File: config.mk
export PLATFORM = sky130hd
export DESIGN_NAME = nibble_serial_add_ctrl
export DESIGN_NICKNAME = d
export VERILOG_FILES = /design/src/rtl/nibble_serial_add_ctrl.sv
export SDC_FILE = /design/constraint.sdc
export NUM_CORES = 1
export LEC_CHECK = 0
export BUFFER_PORTS_ARGS = -buffer_cell sky130_fd_sc_hd__buf_2
export CAP_MARGIN = 20
export CORE_ASPECT_RATIO = 1.4
export CORE_UTILIZATION = 45
export DETAILED_ROUTE_END_ITERATION = 6
export HOLD_SLACK_MARGIN = 0.08
export PLACE_DENSITY = 0.71
export SLEW_MARGIN = 20
export SYNTH_ARGS = -nofsm -noshare
export SYNTH_HDL_FRONTEND = slang
export SYNTH_SLANG_ARGS = --single-unit
File: constraint.sdc
create_clock -name clk_i -period 5.4 [get_ports clk_i]
set_input_delay 1.08 -clock clk_i [delete_from_list [all_inputs] [get_ports clk_i]]
set_output_delay 1.08 -clock clk_i [all_outputs]
set_load 0.05 [all_outputs]
File: src/rtl/nibble_serial_add_ctrl.sv
// Serial WIDTH-bit adder sequencer driving one external 4-bit full-adder slice, LSB nibble first.
// Optional SUBTRACT_EN adds a sub_i input that turns the operation into op_a - op_b.
module nibble_serial_add_ctrl #(
   parameter int unsigned WIDTH = 16
) (
   input  logic             clk_i,
   input  logic             rst_i,
   input  logic             start_i,
   input  logic [WIDTH-1:0] op_a_i,
   input  logic [WIDTH-1:0] op_b_i,
   input  logic             cin_i,
`ifdef SUBTRACT_EN
   input  logic             sub_i,
`endif
   output logic             busy_o,
   output logic             done_o,
   output logic [WIDTH-1:0] result_o,
   output logic             cout_o,
   output logic [3:0]       add_a_o,
   output logic [3:0]       add_b_o,
   output logic             add_cin_o,
   input  logic [3:0]       add_sum_i,
   input  logic             add_cout_i
);

   localparam int unsigned NIB = WIDTH / 4;
   localparam int unsigned IW  = (NIB > 1) ? $clog2(NIB) : 1;

   typedef enum logic [1:0] {StIdle, StRun, StDone} state_e;

   state_e           state_q;
   logic [WIDTH-1:0] a_q;
   logic [WIDTH-1:0] b_q;
   logic             carry_q;
   logic [IW-1:0]    idx_q;
   logic [WIDTH-1:0] result_q;
   logic             cout_q;

   logic [WIDTH-1:0] b_load;
   logic             c_load;
   logic [IW+1:0]    bit_pos;

   // Subtraction is a + ~b + 1, so only the latched B and the initial carry change.
   always_comb begin
`ifdef SUBTRACT_EN
      b_load = sub_i ? ~op_b_i : op_b_i;
      c_load = sub_i ? 1'b1 : cin_i;
`else
      b_load = op_b_i;
      c_load = cin_i;
`endif
   end

   assign bit_pos = {idx_q, 2'b00};

   always_ff @(posedge clk_i) begin
      if (rst_i) begin
         state_q  <= StIdle;
         a_q      <= '0;
         b_q      <= '0;
         carry_q  <= 1'b0;
         idx_q    <= '0;
         result_q <= '0;
         cout_q   <= 1'b0;
      end else begin
         case (state_q)
            StIdle, StDone: begin
               if (start_i) begin
                  a_q     <= op_a_i;
                  b_q     <= b_load;
                  carry_q <= c_load;
                  idx_q   <= '0;
                  state_q <= StRun;
               end else begin
                  state_q <= StIdle;
               end
            end
            StRun: begin
               result_q[bit_pos +: 4] <= add_sum_i;
               carry_q                <= add_cout_i;
               if (idx_q == IW'(NIB - 1)) begin
                  cout_q  <= add_cout_i;
                  idx_q   <= '0;
                  state_q <= StDone;
               end else begin
                  idx_q <= idx_q + 1'b1;
               end
            end
            default: state_q <= StIdle;
         endcase
      end
   end

   assign busy_o    = (state_q == StRun);
   assign done_o    = (state_q == StDone);
   assign result_o  = result_q;
   assign cout_o    = cout_q;
   assign add_a_o   = busy_o ? a_q[bit_pos +: 4] : 4'h0;
   assign add_b_o   = busy_o ? b_q[bit_pos +: 4] : 4'h0;
   assign add_cin_o = busy_o ? carry_q : 1'b0;

endmodule

Yosys cells after proc, flatten, opt, wreduce, memory -nomap -nowiden
Cells that the tools add are included.
{ "classes": {"addsub": 2, "eq_ne": 5, "n_shift": 4, "mux": 12, "n_reduce_logical": 6} }
{ "ops": {"columns": ["op", "count"], "rows": [
  ["indexed part select 16 x 5 -> 4 bit", 2],
  ["bitwise mux 16 bit", 1],
  ["variable shift 4 x 6 -> 16 bit (first input constant)", 1],
  ["indexed part select 4 x 6 -> 16 bit", 1],
  ["2-to-1 mux 4 bit", 2],
  ["case mux 2 bit (2 select lines)", 2],
  ["2-to-1 mux 2 bit", 3],
  ["negator 4 -> 6 bit", 1],
  ["AND reduction 2 bit", 3],
  ["equality test 2 bit (second input constant)", 2],
  ["2-to-1 mux 1 bit", 3],
  ["adder 2 x 1 -> 2 bit (second input constant)", 1],
  ["equality test 2 x 1 -> 1 bit (second input constant)", 1],
  ["logical NOT 2 bit", 1],
  ["!= test 2 x 1 -> 1 bit (second input constant)", 1],
  ["!= test 2 bit (second input constant)", 1],
  ["case mux 1 bit (2 select lines)", 1],
  ["nonzero test 2 bit", 1],
  ["OR reduction 2 bit", 1]
]} }
{ "totals": {"reg_bits": 54, "inputBits": 41, "output_inout_bits": 28, "word_cells": 36} }

Longest topological paths before layout
Gate-level depths: netlist of the first run.
{ "logic_depth": {"depth_word": 4, "depth_mapped": 7, "depth_no_buf": 5} }

Least setup slack after synthesis of the first run
Ideal clock, no wire load.
{ "synth_path": {"kind": "register to output", "startpoint": "reg state_q[1]", "endpoint": "out add_a_o[0]", "t_arrival_ns": 1.490, "required_time_ns": 4.320, "slack_ns": 2.830, "stages_incl_launch_ff": 5, "n_path_buf": 1, "path_cell_list": "dfxtp_1 -> nand2b_1 -> inv_1 -> buf_2 -> and2_1"} }
{ "synth_via": {"elab_chain_len": 2} }
{ "synth_lines": {"columns": ["element", "line_no", "source"], "rows": [
  ["from (decl)", "31", "state_e state_q;"],
  ["from (signal assigned)", "58", "state_q <= StIdle;"],
  ["from (signal assigned)", "73", "state_q <= StRun;"],
  ["from (signal assigned)", "75", "state_q <= StIdle;"],
  ["equality test 2 x 1 -> 1 bit", "94", "assign busy_o = (state_q == StRun);"],
  ["net busy_o", "15", "output logic busy_o,"],
  ["2-to-1 mux 4 bit", "98", "assign add_a_o = busy_o ? a_q[bit_pos +: 4] : 4'h0;"],
  ["to (decl)", "19", "output logic [3:0] add_a_o,"]
]} }
The timed path passes the listed nets, and every way through them passes these cells.

Final worst setup path of the first run
{ "layout_path": {"startpoint": "reg idx_q[0]", "endpoint": "out add_a_o[3]"} }
{ "layout_via": {"elab_chain_len": 2} }
{ "layout_lines": {"columns": ["element", "line_no", "source"], "rows": [
  ["from (decl)", "35", "logic [IW-1:0] idx_q;"],
  ["from (signal assigned)", "86", "idx_q <= idx_q + 1'b1;"],
  ["indexed part select 16 x 5 -> 4 bit", "98", null],
  ["2-to-1 mux 4 bit", "98", null]
]} }
Every way passes these cells.

==> flow_results.org, run 1 <==
** Status
- The flow ran to the end, and the final reports show no timing, DRC or antenna violations.

** CTS
- Clock-pin slew of the registers on the worst-case setup and hold paths :: 90 ps
- TritonCTS Buffers :: 5
- For this design, the CTS-stage hold fixing added 0 buffers.
- Clock tree root buffer cell :: clkbuf_8
- Counting every sink on the clock net gives 54.
- Post-CTS Repair Setup Buffers :: 0
- CTS built an H-tree with a depth of 2.
- The longest clock path from root to sink contains 2 buffers.
- The number of gates resized after CTS was 0.
- At the later pin of the worst-skew pair, clock insertion delay measures 300 ps.
- TritonCTS built the clock tree.

** Synth
- Flops & latches, synth :: 54
- Synth unique cells :: 30
- Gate count of the mapped netlist :: 276
- The number of nets in the synthesized netlist is 323.
- Summing the sequential cell areas from Yosys gives 44.7% of the chip area.
- Area of the mapped netlist :: 0.00242 mm2
- During synthesis, Yosys emitted a total of 0 warnings.
- A synthesized cell averages 8.76 um2.

** Timing
- Clock skew on the completed layout was measured at 6.23 ps.
- Number of setup violations in the final report :: 0
- For the finished layout, the period the worst path requires is 3340 ps.
- Based on the critical path, the design can be clocked at up to 300 MHz.
- Setup repair after global routing missed its margin :: no
- Of the available clock period, the critical path in the final layout requires 61.8%.
- Setup TNS Final :: 0 ps
- The total count of hold-check failures in the final report came to 0.
- Number of slew-limit violations in the final report :: 0
- Relative slew slack :: 34.5%
- Actual transition at the worst max-transition pin :: 983 ps

** Setup path
- Of all nets on the critical path, the largest fanout is 18.
- Counting both buffers and inverters, the worst setup path holds a total of 1.
- For this design, the slowest cell found on the critical path is dfxtp_1.
- Data on the critical path arrives at its endpoint at 2260 ps.
- Startpoint-to-endpoint class of the critical path :: register to output port
- Worst setup EP type :: output port
- Category of cells accounting for the largest share of critical-path delay :: flip-flops
- Data on the critical path is required at its endpoint by 4320 ps.
- STA classifies the critical path startpoint as a register.
- For this run, the slowest stage of the critical path takes 930 ps.
- Cell-by-cell trace of the critical path :: mux4_1, and2_1, buf_2

** Finish
- Final net count :: 381
- Area growth from synthesis to layout :: 17.3%
- Most used cells in the layout excluding fill and tap cells :: nand2_1, buf_2, dfxtp_1, a21oi_1
- Antenna Diode Count :: 0
- Final cell utilization of the core :: 55.0%
- Fraction of layout cells with a size suffix above 1 :: 25.4%
- Most common cell after layout, fill and taps aside :: nand2_1

** Global routing
- For met2 alone, demand over resource in global routing was 35.7%.
- The via count of the first global-routing pass is 1900.
- Overall overflow remaining after global route :: 0
- Global-route wire length before repair :: 8.20 mm
- For met3 alone, demand over resource in global routing was 4.38%.
- The global routing stage identified its most utilized layer as met2.
- Fraction of met1 tracks used by global routing :: 20.2%
- The number of antenna violations at the first check in global routing came to 0.
- Total Routing Usage GR :: 18.7%
- Entering global routing, the biggest net connects 59 pins.

** Power
- Leakage component of the power :: 1.20 nW
- Worst IR drop on VDD :: 0.162 mV
- Final Total Pwr :: 771 uW
- Power spread over the standard cell area amounts to 272 mW/mm2.

** Place
- Last weighted congestion value of the routability-driven placer :: 0.720
- The count of buffers added on input and output ports is 68.
- The HPWL after detailed placement is 3.55 mm.

** Floorplan
- Once the floorplan was initialized, standard cells occupied 46.9% of the core.
- The total area inside the core boundary comes to 0.00516 mm2.
- The floorplan step defined a die boundary enclosing 0.00568 mm2.
- The floorplan has 31 rows.
- X dimension of the die :: 64.0 um
- Die boundary height :: 88.7 um
- 69 I/O pins were placed.

** Job
- The tool flagged a number of max-cap violations equal to 0.

** Routing
- In the routed layout, each cell is associated on average with a via count of 5.04.
- The routed layout has 2022 vias.
- DR DRC count :: 0
- The detail route stage leaves a number of antenna-violating nets equal to 0.
- After detailed routing, the average wire length per cell comes to 12.6 um.
- In this run, the number of DRC markers left after iteration 0 of detailed routing was 50.
- The final layout contains routed wiring with a total length of 5.04 mm.
- Pre-Repair DR Iteration Count :: 4

** Worst hold path
- Class of the tightest hold or removal check :: register to register
==> routing by layer <==
metal	part of all wire [%]	up-vias	routed length, um
li1	-	1051	-
met1	43	919	2150
met2	52	45	2620
met3	4.1	7	204
met4	1.1	0	54
met5	0	-	0
==> area by class of cell <==
| cell class | instances | area (um2) |
|---|---|---|
| fill | 519 | 2320 |
| tap | 66 | 82.6 |
| multi-input combinational | 195 | 1200 |
| clock buffer | 7 | 86.3 |
| clock inverter | 1 | 5.00 |
| inverter | 8 | 30.0 |
| sequential | 54 | 1080 |
| timing repair buffer | 70 | 355 |
==> metrics by stage <==
step           std cells  hold WS [ps]  instance area (um2)  worst slack [ps]
5_1_grt              401           475                 2840              1930
2_1_floorplan        276           432                 2420              2830
3_3_place_gp         393           436                 2750              2410
4_1_cts              401           459                 2840              2020
6_report             401           455                 2840              2060
3_5_place_dp         393           446                 2750              2360
==> flip-flops by register name (all words and copies together) (netlist names) <==
name and count:
result_o 16, cout_o 1, b_q 16, a_q 16, carry_q 1, state_q 2, idx_q 2
==> worst paths after layout <==
check | slack (ps) | to | depth (start not counted) | from
worst max-delay path | 2060 | add_a_o[3] | 3 | idx_q[0]$_SDFFE_PP0P_
worst min-delay path | 460 | result_o[11]$_SDFFE_PP0P_ | 2 | result_o[11]$_SDFFE_PP0P_
worst max register to register | 3030 | result_o[13]$_SDFFE_PP0P_ | 5 | idx_q[0]$_SDFFE_PP0P_
worst min register to register | 460 | result_o[11]$_SDFFE_PP0P_ | 2 | result_o[11]$_SDFFE_PP0P_
==> synth_stat cells <==
master     n  area, um2
nand2_1   80        300
and3b_1    3       26.3
clkbuf_1  10       37.5
buf_4      4       30.0
nor2b_1    2       12.5
inv_1      8       30.0
and4bb_2   1       12.5
nor4b_4    1       23.8
buf_2      3       15.0
mux4_2     3       67.6
nand3_1    9       45.0
nor2_1     4       15.0
or3_1      2       12.5
nand4_1    4       25.0
buf_6      1       11.3
a21oi_1   46        230
o21a_1     1       7.51
o32ai_1    4       35.0
mux4_1     5        131
nand3b_1   4       30.0
nor4b_1    1       8.76
a311oi_1   1       8.76
dfxtp_1   54       1080
buf_12     1       20.0
ha_1       6       75.1
nor4b_2    1       15.0
a31oi_1    1       6.26
nand3b_2   1       11.3
and2_1     9       56.3
nand2b_1   6       37.5
==> power by group <==
part | internal, mW | leakage (nW) | switching, mW
Sequential | 0.416 | 0.441 | 0.0151
Clock | 0.104 | 0.0482 | 0.125
Combinational | 0.0437 | 0.712 | 0.0668
Total | 0.564 | 1.20 | 0.207
==> worst register-to-register path: cells and delay by family, from the launching register on <==
family,cells,cell delay (ps)
compound gates,1,150
fa+ha+maj,1,450
buf+inv,1,240
flops,1,930
simple gates,2,530
==> cells by family after synthesis <==
logic type	after synthesis	synth area share, %
adder cells (fa/ha/maj)	6	3.10
AO/OA/AOI/OAI	53	11.9
multiplexers	8	8.23
buffers and inverters	27	5.95
AND/OR/NAND/NOR	128	26.1
flip-flops	54	44.7
Note: power is estimated with default switching activity, not from simulation.
==> run 2: changes to the inputs <==
Settings changed: ABC_AREA set to 1, PLACE_DENSITY 0.71 to 0.74.
Clock period 5.4 ns to 2.8 ns, I/O delays scaled along.
==> run 2 against run 1 <==
Synthesized cell count rose by 21%. Non-clock buffer count rose by 1. Largest power group unchanged. Sequential power rose by 96%. Clock skew fell by 2.1 ps.
==> flow_results.org, run 2 <==
** Status
- The flow ran to the end, and the final reports show no timing, DRC or antenna violations.

** Setup path
- Largest stage delay on the critical path :: 320 ps (-610 ps)
- CP Buf/Inv Count :: 3 (+2)
- Worst setup EP type :: output port
- Critical Path Start :: idx_q[1]$_SDFFE_PP0P_
- Walking the worst path, the cells encountered are buf_4, clkinv_1, nor2_1, o21ai_0, a21oi_1, buf_2.
- In this run the critical register-to-register path is launched from idx_q[1]$_SDFFE_PP0P_.
- Slowest CP cell :: dfxtp_1
- STA classifies the critical path startpoint as a register.
- Startpoint-to-endpoint class of the critical path :: register to output port
- The signal arrival time at the worst endpoint was 1890 ps (-370 ps).
- Category of cells accounting for the largest share of critical-path delay :: buffers and inverters
- The data required time of the worst path was 2240 ps (-2080 ps).
- Critical path fanouts, max :: 13 (-5)

** Routing
- DR DRC count :: 0 (unchanged)
- Post-detailed-route via-to-cell ratio :: 4.91 (-2.6%)
- The total wire length after detailed routing came to 5.28 mm (+4.9%).
- Pre-Repair DR Iteration Count :: 4 (unchanged)
- The mean routed wirelength per cell is 11.5 um (-8.7%).
- The remaining number of nets flagged by the antenna check after routing came to 0 (unchanged).
- Number of DRC violations after detailed-routing iteration 0 :: 114 (+130%)
- The total vias in the final route is 2265 (+12%).

** Timing
- Final period utilization :: 87.4%
- Setup TNS Final :: 0 ps (unchanged)
- Number of setup violations in the final report :: 0 (unchanged)
- Number of slew-limit violations in the final report :: 0 (unchanged)
- The pin slew with the least headroom to its limit was 809 ps (-173 ps).
- Max Freq :: 409 MHz
- Relative slew slack :: 46.0% (+11 points)
- Final setup skew :: 4.14 ps (-2.09 ps)
- The worst path setup slack after routing came to 353 ps (-1710 ps).
- Setup repair after global routing missed its margin :: no
- Final count of hold timing violations :: 0 (unchanged)
- The routed design could run at a clock period as short as 2450 ps.

** Place
- Placed Instances :: 453 (+15%)
- The number of buffer cells added on primary ports came to 68 (unchanged).
- The final weighted congestion of routability-driven global placement was 0.786 (+9.2%).
- The detailed-placement wirelength estimate is 3.71 mm (+4.5%).
- Placed Instance Area :: 0.00270 mm2 (-1.8%)
- Worst setup slack before clock tree synthesis :: 508 ps (-1850 ps)

** Synth
- Post-synth top area share :: 46.2% (+1.5 points)
- Count of warnings emitted by yosys :: 0 (unchanged)
- Leading area contributor after synthesis :: dfxtp_1
- Number of enable flip-flop cells after synthesis :: 0 (unchanged)
- Top cells by area, synth :: dfxtp_1, nor2_1, o21ai_0
- Synthesized Nets :: 382 (+18%)
- The sequential share of the synthesized area was 46.2% (+1.5 points).
- By count the netlist is led by nor2_1, dfxtp_1, o21ai_0, nand2_1, a21oi_1.
- The number of library cell types mapped by synthesis came to 20 (-33%).
- Synthesized area per cell :: 6.99 um2 (-20%)
- The cell count after synthesis was 335 (+21%).
- Dominant cell by count in the synthesized netlist :: nor2_1
- The number of register bits inferred by synthesis came to 54 (unchanged).
- The async set-or-reset flop fraction in the synthesized netlist was 0% (unchanged).
- Among all flip-flop cells after synthesis, the most frequent one is dfxtp_1.
- The cell area after synthesis came to 0.00234 mm2 (-3.2%).

** Floorplan
- Count of boundary I/O pins :: 69 (unchanged)
- The standard-cell row count was 30 (-3.2%).
- Die boundary height :: 87.4 um (-1.6%)
- Std-Cell Core Area :: 0.00492 mm2 (-4.7%)
- The horizontal die dimension came to 63.0 um (-1.5%).
- Total die area :: 0.00550 mm2 (-3.1%)
- Initial core utilization :: 47.6% (+0.75 points)

** CTS
- Worst skew pair latency :: 310 ps (about the same)
- Number of buffers inserted by hold repair at cts :: 0 (unchanged)
- TritonCTS Buffers :: 5 (unchanged)
- The clock input transition at the sequential cells of the worst setup and hold paths is 90 ps (about the same).
- The clock sink count was 54 (unchanged).
- The root buffer cell chosen for the clock tree is clkbuf_8.
- The maximum buffer depth of the clock tree was 2 (unchanged).
- Number of instances resized during post-cts repair :: 0 (unchanged)
- TritonCTS built the clock tree.
- CTS H-Tree Depth :: 2 (unchanged)
- Post-CTS Repair Setup Buffers :: 0 (unchanged)

** Job
- The number of violations of the max-capacitance limit was 0 (unchanged).

** Global routing
- Initial antenna violation count :: 0 (unchanged)
- Total Routing Usage GR :: 20.9% (+2.2 points)
- The pin count of the biggest net entering global routing came to 38 (-36%).
- Global-route wire length before repair :: 9.11 mm (+11%)
- Via count of the first global-routing pass :: 2135 (+12%)
- The overflow left after global routing came to 0 (unchanged).

** Power
- Final Total Pwr :: 1.63 mW (+110%)
- The total power per unit cell area was 581 mW/mm2 (+110%).
- The static power due to leakage was 1.28 nW (+6.2%).
- Worst IR drop on VDD :: 0.362 mV (+120%)

** Worst hold path
- The path class of the tightest hold or removal check is register to register.
- Start point of the worst min-delay path :: cout_o$_SDFFE_PP0P_

** Finish
- In the layout the commonest cells are nor2_1, buf_2, dfxtp_1, o21ai_0, nand2_1.
- The total non-filler cell area in the finished layout was 0.00281 mm2 (-1.1%).
- Relative to the synthesized area, the layout overhead comes to 19.8%.
- The library cell used most frequently in the layout, excluding fill and tap cells, is nor2_1.
- Non-filler cells, final :: 461 (+15%)
- The antenna diode count came to 0 (unchanged).
- The share of final-layout standard cells stronger than drive strength 1 came to 21.9% (-3.5 points).
- Final net count :: 443 (+16%)
[run 2: area by class of cell]
class | count | area [um2]
repair buffers | 71 | 363
fillers | 483 | 2110
well taps | 64 | 80.1
multi-input cells | 248 | 1110
inverters | 16 | 60.1
clock buffers | 8 | 110
flip-flops and latches | 54 | 1080
[run 2: final timing paths]
kind                                    to  slack [ps]  cells past startpoint
setup / recovery                add_a_o[3]         350                      6
hold / removal         cout_o$_SDFFE_PP0P_         460                      2
setup reg to reg  result_o[1]$_SDFFE_PP0P_         890                      8
hold reg to reg        cout_o$_SDFFE_PP0P_         460                      2
[run 2: kinds of logic (layout without fill, tap and decap cells)]
group | Yosys count | in the layout | share of synthesized area (%)
flops | 54 | 54 | 46.2
simple gates | 164 | 164 | 27.5
compound gates | 78 | 78 | 16.8
buf+inv | 33 | 95 | 6.41
fa+ha+maj | 6 | 6 | 3.21
[run 2: metal layers]
metal  vias up  part of all wire (%)  wire (um)  track usage (%)
met5         -                     0          0                0
met4         0                   1.4         74             8.25
met3         8                   5.1        270             4.97
met2        70                    50       2660             38.5
met1       999                    43       2280             22.8
li1       1188                     -          -                -
[run 2: report_power, final]
| group | switching, mW | internal [mW] | total [mW] | leakage (nW) |
|---|---|---|---|---|
| Clock | 0.252 | 0.250 | 0.502 | 0.0575 |
| Sequential | 0.0325 | 0.815 | 0.848 | 0.444 |
| Combinational | 0.189 | 0.0930 | 0.282 | 0.774 |
[run 2: worst min-delay path, cell delays in order, from the launching register on]
cell and delay (ps):
dfxtp_1 320, nand2_1 60, a21oi_1 50
[run 2: per-stage QoR]
stage / utilization, % / hold slack [ps]
2_1_floorplan: - / 449
3_3_place_gp: 54.8 / 450
3_5_place_dp: 54.8 / 454
4_1_cts: 57.0 / 469
5_1_grt: 57.1 / 485
6_report: 57.1 / 464
==> run 3: changes to the inputs <==
Settings changed: CORE_ASPECT_RATIO 1.4 to not set.
==> run 3 against run 2 <==
Flip-flop and latch count stayed put. Power is 6.2% lower. Hold slack better by 2.2 ps. Highest routed layer unchanged.
==> flow_results.org, run 3 (same netlist as run 2, synthesis figures left out) <==
** Power
- Worst IR drop on VDD :: 0.254 mV (-30%)
- Leakage component of the power :: 1.26 nW (-1.1%)
- PwrDens :: 550 mW/mm2 (-5.4%)

** Setup path
- The worst setup path is of the register to output port kind.
- Largest stage delay on the critical path :: 640 ps (+320 ps)
- Cell-by-cell trace of the critical path :: inv_2, o21ai_0, a21oi_1, buf_2
- Critical path fanouts, max :: 25 (+12)
- Startpoint Class :: register
- Slowest CP cell :: dfxtp_1
- STA classifies the critical path endpoint as an output port.
- The data required time of the worst path came to 2240 ps (about the same).
- The signal arrival time at the worst endpoint came to 1910 ps (+20 ps).

** Routing
- The post-route DRC violation count is 0 (unchanged).
- The detailed-route vias per instance was 4.84 (-1.4%).
- Per-cell routed wire length :: 11.2 um (-2.2%)
- Number of nets with antenna violations after routing :: 0 (unchanged)
- Number of DRC violations after detailed-routing iteration 0 :: 154 (+35%)
- Via count :: 2248 (-0.75%)
- Total length of routed wires :: 5.20 mm (-1.6%)
- Pre-Repair DR Iteration Count :: 4 (unchanged)

** Timing
- Final setup skew :: 8.19 ps (+4.05 ps)
- The total negative slack for setup checks came to 0 ps (unchanged).
- Number of slew-limit violations in the final report :: 0 (unchanged)
- Final period utilization :: 88.1% (+0.72 points)
- Actual transition at the worst max-transition pin :: 585 ps (-225 ps)
- The total of endpoints with negative setup slack in the final report is 0 (unchanged).
- Final critical path time including I/O delays and setup :: 2470 ps (+20.1 ps)
- Setup repair after global routing missed its margin :: no
- The worst slew slack as a fraction of its limit is 60.9% (+15 points).
- The total count of hold-check failures in the final report is 0 (unchanged).
- The achievable clock frequency is 405 MHz (-0.82%).

** Global routing
- Via count of the first global-routing pass :: 2146 (+0.52%)
- Initial antenna violation count :: 0 (unchanged)
- Maximum number of pins on one net before global-route repair :: 38 (unchanged)
- The all-layer global routing usage came to 21.0% (+0.066 points).
- The overflow left after global routing came to 0 (unchanged).
- Global-route wire length before repair :: 8.99 mm (-1.4%)

** Finish
- The area growth from synthesis to layout is 18.8%.
- Most common cell after layout, fill and taps aside :: nor2_1
- Register Area :: 0.00108 mm2 (-0.12%)
- # fillers :: 522 (+8.1%)
- The count of nets after finishing is 444 (+0.23%).
- The multi-input combinational cell area was 0.00111 mm2 (unchanged).
- The antenna diode count is 0 (unchanged).
- The share of final-layout standard cells stronger than drive strength 1 came to 21.2% (-0.76 points).
- The post-route non-filler standard cell count came to 464 (+0.65%).
- Most used cells in the layout excluding fill and tap cells :: nor2_1, buf_2, dfxtp_1, o21ai_0, nand2_1

** Status
- The flow ran to the end, and the final reports show no timing, DRC or antenna violations.

** Worst hold path
- The worst hold path belongs to the class register to register.

** CTS
- The number of CTS-inserted buffers was 5 (unchanged).
- TritonCTS clock tree :: yes
- The count of instances resized after the clock tree is built was 0 (unchanged).
- Clock tree root buffer cell :: clkbuf_8
- The maximum buffer depth of the clock tree came to 2 (unchanged).
- Worst skew pair latency :: 300 ps (about the same)
- The clock sink count came to 54 (unchanged).
- CTS H-Tree Depth :: 2 (unchanged)
- Clock-pin slew of the registers on the worst-case setup and hold paths :: 90 ps (about the same)
- Number of buffers inserted by hold repair at cts :: 0 (unchanged)
- Post-CTS Repair Setup Buffers :: 0 (unchanged)

** Place
- The number of buffer cells added on primary ports is 68 (unchanged).
- Last weighted congestion value of the routability-driven placer :: 0.768 (-2.2%)
- Placed Instances :: 457 (+0.88%)
- Sum of net half-perimeters after detailed placement :: 3.66 mm (-1.5%)

** Floorplan
- The standard-cell row count was 25 (-17%).
- The horizontal die dimension came to 74.1 um (+18%).
- Total die area :: 0.00550 mm2 (about the same)
- The vertical die dimension came to 74.1 um (-15%).
- The effective utilization at floorplan was 48.0% (+0.37 points).
- Std-Cell Core Area :: 0.00488 mm2 (-0.76%)
- The I/O pin total was 69 (unchanged).

** Job
- The number of violations of the max-capacitance limit is 0 (unchanged).
==> run 3: changes by cell type in the layout (fill, tap and decap cells not counted) <==
| cell | delta |
|---|---|
| dfxtp_2 | -1 |
| buf_4 | +1 |
| dfxtp_1 | +1 |
| clkbuf_8 | -3 |
| clkbuf_1 | +2 |
==> run 3: area by class of cell <==
type                    count  share of cell area, %
repair buffers             72                   13.3
multi-input cells         248                   39.9
clock buffers               7                   2.74
flip-flops and latches     54                   38.8
inverters                  16                   2.16
well taps                  67                   3.01
==> run 3: power breakdown <==
group          switching [mW]  internal (mW)  total [mW]
Combinational           0.191         0.0939       0.285
Clock                   0.229          0.173       0.401
Sequential             0.0298          0.815       0.845
==> run 3: path summary, 6_finish.rpt <==
check / endpoint / slack (ps) / from / depth (start not counted)
hold / removal: cout_o$_SDFFE_PP0P_ / 470 / cout_o$_SDFFE_PP0P_ / 2
hold reg to reg: cout_o$_SDFFE_PP0P_ / 470 / cout_o$_SDFFE_PP0P_ / 2
setup / recovery: add_b_o[2] / 330 / idx_q[0]$_SDFFE_PP0P_ / 4
setup reg to reg: result_o[1]$_SDFFE_PP0P_ / 830 / idx_q[0]$_SDFFE_PP0P_ / 7
==> run 3: stage by stage <==
| step | total power, mW | area [um2] | hold WS [ps] | utilization [%] | setup slack (ps) |
|---|---|---|---|---|---|
| 2_1_floorplan | 1.07 | 2340 | 449 | - | 540 |
| 3_3_place_gp | 1.14 | 2710 | 444 | 55.5 | 741 |
| 3_5_place_dp | 1.15 | 2710 | 453 | 55.5 | 701 |
| 4_1_cts | 1.54 | 2780 | 466 | 57.0 | 353 |
| 5_1_grt | 1.63 | 2780 | 482 | 57.0 | 185 |
| 6_report | 1.53 | 2780 | 466 | 57.0 | 333 |
==> run 3: per-layer routing <==
metal  vias up  GRT usage, %  part of all wire, %
li1       1191             -                    -
met1      1004          26.1                   46
met2        47          36.6                   49
met3         6          4.47                  3.3
met4         0          5.77                  1.1
met5         -             0                    0
==> run 3: critical path, delay by kind of cell, from the launching register on <==
kind | cells | cell delay (ps)
AO/OA/AOI/OAI | 2 | 440
buffers and inverters | 2 | 530
flip-flops | 1 | 640
